[config.mk]
export PLATFORM = sky130hd
export DESIGN_NAME = dcache_line_mover
export DESIGN_NICKNAME = d
export VERILOG_FILES = /design/src/rtl/dcache_line_mover.sv
export SDC_FILE = /design/constraint.sdc
export NUM_CORES = 1
export LEC_CHECK = 0
export CAP_MARGIN = 20
export CORE_ASPECT_RATIO = 0.9
export CORE_MARGIN = 4
export CORE_UTILIZATION = 33
export CTS_CLUSTER_DIAMETER = 60
export DETAILED_ROUTE_END_ITERATION = 12
export PLACE_DENSITY = 0.78
export RECOVER_POWER = 25
export SYNTH_ARGS = -nofsm -noshare
export SYNTH_HDL_FRONTEND = slang
export SYNTH_SLANG_ARGS = --single-unit
[constraint.sdc]
create_clock -name clk -period 2.2 [get_ports clk]
set_clock_uncertainty 0.2 [all_clocks]
set_input_delay 0.44 -clock clk [delete_from_list [all_inputs] [get_ports clk]]
set_output_delay 0.44 -clock clk [all_outputs]
set_load 0.02 [all_outputs]
[src/rtl/dcache_line_mover.sv]
// Line-transfer engine for the dcache data SRAM: optional victim writeback
// (SRAM -> memory write stream) followed by a line fill (memory -> SRAM).
module dcache_line_mover #(
  parameter int unsigned LINE_WORDS = 8,
  parameter int unsigned SRAM_AW    = 9
) (
  input  logic                                      clk,
  input  logic                                      reset,
  input  logic                                      start,
  input  logic                                      writeback,
  input  logic [SRAM_AW-$clog2(LINE_WORDS)-1:0]     line_idx,
  input  logic [31:0]                               evict_addr,
  input  logic [31:0]                               fill_addr,
  output logic                                      busy,
  output logic                                      done,
  output logic [SRAM_AW-1:0]                        sram_addr,
  output logic                                      sram_we,
  output logic [31:0]                               sram_datain,
  input  logic [31:0]                               sram_dataout,
  output logic                                      mem_wr_valid,
  input  logic                                      mem_wr_ready,
  output logic [31:0]                               mem_wr_addr,
  output logic [31:0]                               mem_wr_data,
  output logic                                      mem_rd_valid,
  input  logic                                      mem_rd_ready,
  output logic [31:0]                               mem_rd_addr,
  input  logic                                      mem_rsp_valid,
  input  logic [31:0]                               mem_rsp_data
);

  localparam int unsigned CNT_W = $clog2(LINE_WORDS);
  localparam int unsigned IDX_W = SRAM_AW - CNT_W;
  localparam int unsigned OFF_W = CNT_W + 2;
  localparam logic [CNT_W-1:0] LAST_CNT = CNT_W'(LINE_WORDS - 1);

  typedef enum logic [2:0] {
    IDLE, WB_RD, WB_SEND, FILL_REQ, FILL_WAIT, DONE
  } state_t;

  state_t                 state, state_nxt;
  logic [CNT_W-1:0]       cnt, cnt_nxt;
  logic [IDX_W-1:0]       idx_q;
  logic [31-OFF_W:0]      evict_q, fill_q;
  logic                   unused_addr_lsbs;

  // Byte offsets inside a line are dropped; bases are held line-aligned.
  assign unused_addr_lsbs = ^{evict_addr[OFF_W-1:0], fill_addr[OFF_W-1:0]};

  always_ff @(posedge clk) begin
    if (reset) begin
      state   <= IDLE;
      cnt     <= '0;
      idx_q   <= '0;
      evict_q <= '0;
      fill_q  <= '0;
    end else begin
      state <= state_nxt;
      cnt   <= cnt_nxt;
      if (state == IDLE && start) begin
        idx_q   <= line_idx;
        evict_q <= evict_addr[31:OFF_W];
        fill_q  <= fill_addr[31:OFF_W];
      end
    end
  end

  // Next state and port drive; valids and write enable are cut during reset.
  always_comb begin
    state_nxt    = state;
    cnt_nxt      = cnt;
    busy         = 1'b0;
    done         = 1'b0;
    sram_addr    = '0;
    sram_we      = 1'b0;
    sram_datain  = '0;
    mem_wr_valid = 1'b0;
    mem_wr_addr  = '0;
    mem_wr_data  = '0;
    mem_rd_valid = 1'b0;
    mem_rd_addr  = '0;
    case (state)
      IDLE: begin
        if (start) begin
          cnt_nxt   = '0;
          state_nxt = writeback ? WB_RD : FILL_REQ;
        end
      end
      WB_RD: begin
        busy      = 1'b1;
        sram_addr = {idx_q, cnt};
        state_nxt = WB_SEND;
      end
      WB_SEND: begin
        busy         = 1'b1;
        sram_addr    = {idx_q, cnt};
        mem_wr_valid = ~reset;
        mem_wr_addr  = {evict_q, cnt, 2'b00};
        mem_wr_data  = sram_dataout;
        if (mem_wr_ready) begin
          if (cnt == LAST_CNT) begin
            cnt_nxt   = '0;
            state_nxt = FILL_REQ;
          end else begin
            cnt_nxt   = cnt + CNT_W'(1);
            state_nxt = WB_RD;
          end
        end
      end
      FILL_REQ: begin
        busy         = 1'b1;
        mem_rd_valid = ~reset;
        mem_rd_addr  = {fill_q, cnt, 2'b00};
        if (mem_rd_ready) state_nxt = FILL_WAIT;
      end
      FILL_WAIT: begin
        busy = 1'b1;
        if (mem_rsp_valid) begin
          sram_we     = ~reset;
          sram_addr   = {idx_q, cnt};
          sram_datain = mem_rsp_data;
          if (cnt == LAST_CNT) begin
            state_nxt = DONE;
          end else begin
            cnt_nxt   = cnt + CNT_W'(1);
            state_nxt = FILL_REQ;
          end
        end
      end
      DONE: begin
        busy      = 1'b1;
        done      = 1'b1;
        state_nxt = IDLE;
      end
      default: state_nxt = IDLE;
    endcase
  end

endmodule

==> summary.md <==
| Metric | Value |
|---|---|
| Setup crit start kind | flip-flop |
| Max Cap Viol | 0 |
| First-pass GRT wire length | 21100 um |
| Remaining Overflow, GRT | 0 |
| WL final | 14200 um |
| Starting Density | 0.342 |
| Met3 WL post-DR | 1330 um |
| Tcrit/Tclk final | 1.06 |
| PortBufs | 268 |
| Die span in y | 106 um |
| Crit path largest cell delay | 410 ps |
| Worst EP arrival | 1690 ps |
| Dpl ws | -551 ps |
| Status | complete, but fails checks |
| Worst rel slew slack | 0.564 |
| Final Setup Violations | 99 |
| WL per Instance | 15.9 um |
| Synthesized area | 3530 um^2 |
| Area of the die | 12400 um^2 |
| Power Density | 754 nW/um^2 |
| DRT antenna net count | 0 |
| Min cycle time layout | 2330 ps |
| Worst vdd ir | 0.454 mV |
| Final GP Congestion | 0.813 |
| Area delta synth->final | 95.5% |
| DR vias | 4145 |
| H-tree depth | 3 |
| # DRC | 0 |
| Final #Nets | 904 |
| Initial antenna violation count | 0 |
| P_leak | 0.00307 uW |
| CTS root buf | clkbuf_16 |
| Filler Cell Count | 883 |
| Most area-hungry cell type in the Yosys netlist | dfxtp_1 |
| Die width | 117 um |
| Critical path class | reg2out |
| Final-report hold violation count | 0 |
| Worst Path Max Fanout | 32 |
| CP endpoint kind | primary output |
| Post-Synthesis Cells | 482 |
| Top Ports | 283 |
| RSZ-0062 raised after global routing | yes |
| Flops & latches, synth | 66 |
| Final setup margin | -134 ps |
| Post-DP HPWL | 10500 um |
| WL met1 | 5120 um |
| Avg Inst Size Synth | 7.33 um^2 |
| Number of library cell types mapped by synthesis | 34 |
| CTS buffer count | 9 |
| Clk buf depth | 2 |
| Tot GR Track Use | 0.215 |
| Clk Latency, worst-skew pair | 320 ps |
| Largest cells by area after synthesis | dfxtp_1, and2_1, nand2_1, a21oi_1, buf_4 |
| Metal2 WL | 7560 um |
| Crit-path slowest cell | or3b_4 |
| Vias in the first global route | 4183 |
| Reg area | 1330 um^2 |
| Max-slew violation count | 0 |
| Clock-pin slew on the worst setup and hold paths | 50 ps |
| Multi-input logic area | 2060 um^2 |
| Vias/cell | 4.64 |
| Share of cells above drive strength 1 | 0.298 |
| Pin count of the biggest net entering global routing | 34 |
| Yosys warning count | 0 |
| Post-synth top area share | 0.374 |
| Core Region | 10300 um^2 |
| First drt pass iteration count | 4 |
| Row cnt | 35 |
| Worst path required time | 1560 ps |
| Uppermost layer routed | met4 |
| Clock Sinks | 66 |
| Design Power | 5210 uW |
| Post-synthesis sequential area ratio | 0.374 |
| Failing checks | negative setup slack |
| Post-CTS Hold Buffers | 0 |
| TritonCTS clock tree | yes |
| Fmax | 0.428 GHz |
| Number of diodes | 0 |
| Hold Crit Class | reg2reg |
| Cell Chain, Critical Path | or3b_4, nor2_4, buf_12, and2_4, buf_4 |
| Utilization after layout | 0.668 |
| Initial drt markers | 150 |
| Worst-margin pin slew | 655 ps |
-- where the power goes --
part	switching (uW)	internal, uW	total, uW
registers	99.2	1370	1470
clock network	493	1070	1560
logic	1080	1090	2170
total	1670	3530	5210
-- path summary, 6_finish.rpt --
kind	start	end	slack, ps	cells after the start
setup reg to reg	state[2]	fill_q[15]	160	6
hold reg to reg	evict_q[5]	evict_q[5]	250	2
hold / removal	evict_q[5]	evict_q[5]	250	2
setup / recovery	state[1]	sram_datain[29]	-130	5
-- logic make-up after synthesis --
logic type	after synthesis	synth area share
and+or+nand+nor	286	0.421
muxes	3	0.00850
adders and majority gates	2	0.00709
DFF	66	0.374
buffers and inverters	47	0.0716
AOI/OAI and AO/OA	75	0.112
other	1	0.00106
xor gates and xnor gates	2	0.00496
-- metrics by stage --
stage | TNS [ps] | instances | hold WS, ps | instance area [um^2]
floorplan | 0 | 485 | 232 | 3540
global placement | -42170 | 868 | 237 | 6440
detailed placement | -46580 | 868 | 242 | 6440
CTS | -8960 | 893 | 250 | 6790
global route | -16290 | 893 | 264 | 6900
finish | -7250 | 893 | 249 | 6900
-- layout by cell type, fill, tap and decap left out, types with 4 or more instances in the layout --
cell,instances
clkdlybuf4s50_1,128
nand2_1,121
and2_1,108
buf_4,78
buf_6,75
dfxtp_1,64
a21oi_1,63
and2_4,25
nor2_1,12
clkbuf_16,9
buf_2,9
clkbuf_2,5
buf_12,5
inv_1,4
conb_1,4
-- critical path: cells and delay by family (launching register included) --
family	cells	cell delay, ps
buffers and inverters	2	300
AND/OR/NAND/NOR	3	690
flip-flops	1	380
-- final cells by class --
class	count	area share
Timing Repair Buffer	307	0.435
Multi-Input combinational cell	372	0.299
Sequential cell	66	0.192
Clock buffer	12	0.0386
Tap cell	129	0.0234
Clock inverter	2	0.00870
Inverter	5	0.00272
-- per-layer routing --
layer	vias to the layer above	global-route usage
met2	170	0.401
met3	17	0.0740
met5	-	0
met4	0	0.0549
met1	1891	0.226
li1	2067	-
-- registers in the layout, indices dropped and copies added (netlist names) --
signal,count
cnt,3
fill_q,27
evict_q,27
state,3
idx_q,6
-- timing repair --
| item | CTS | global route |
|---|---|---|
| endpoints found under the setup margin | 138 | 137 |
| cloned | 5 | 0 |
| gates resized for setup | 728 | 67 |
| pin swaps | 7 | 1 |
| buffers inserted | 6 | 0 |
-- cells in the mapped netlist (all sizes together) --
cell type / number
nand3b: 1
a2bb2oi: 1
inv: 5
and2: 133
nand3: 4
xor2: 1
conb: 1
nor2: 13
a31oi: 3
nor3: 1
nand2: 121
o21ai: 3
nor2b: 3
nor3b: 3
and3: 2
buf: 19
a311oi: 1
clkbuf: 23
dfxtp: 66
nor4b: 1
xnor2: 1
o22ai: 1
ha: 2
nand2b: 3
a21oi: 63
or3b: 1
mux2i: 3
o211ai: 3
(Power assumes the default switching activity.)
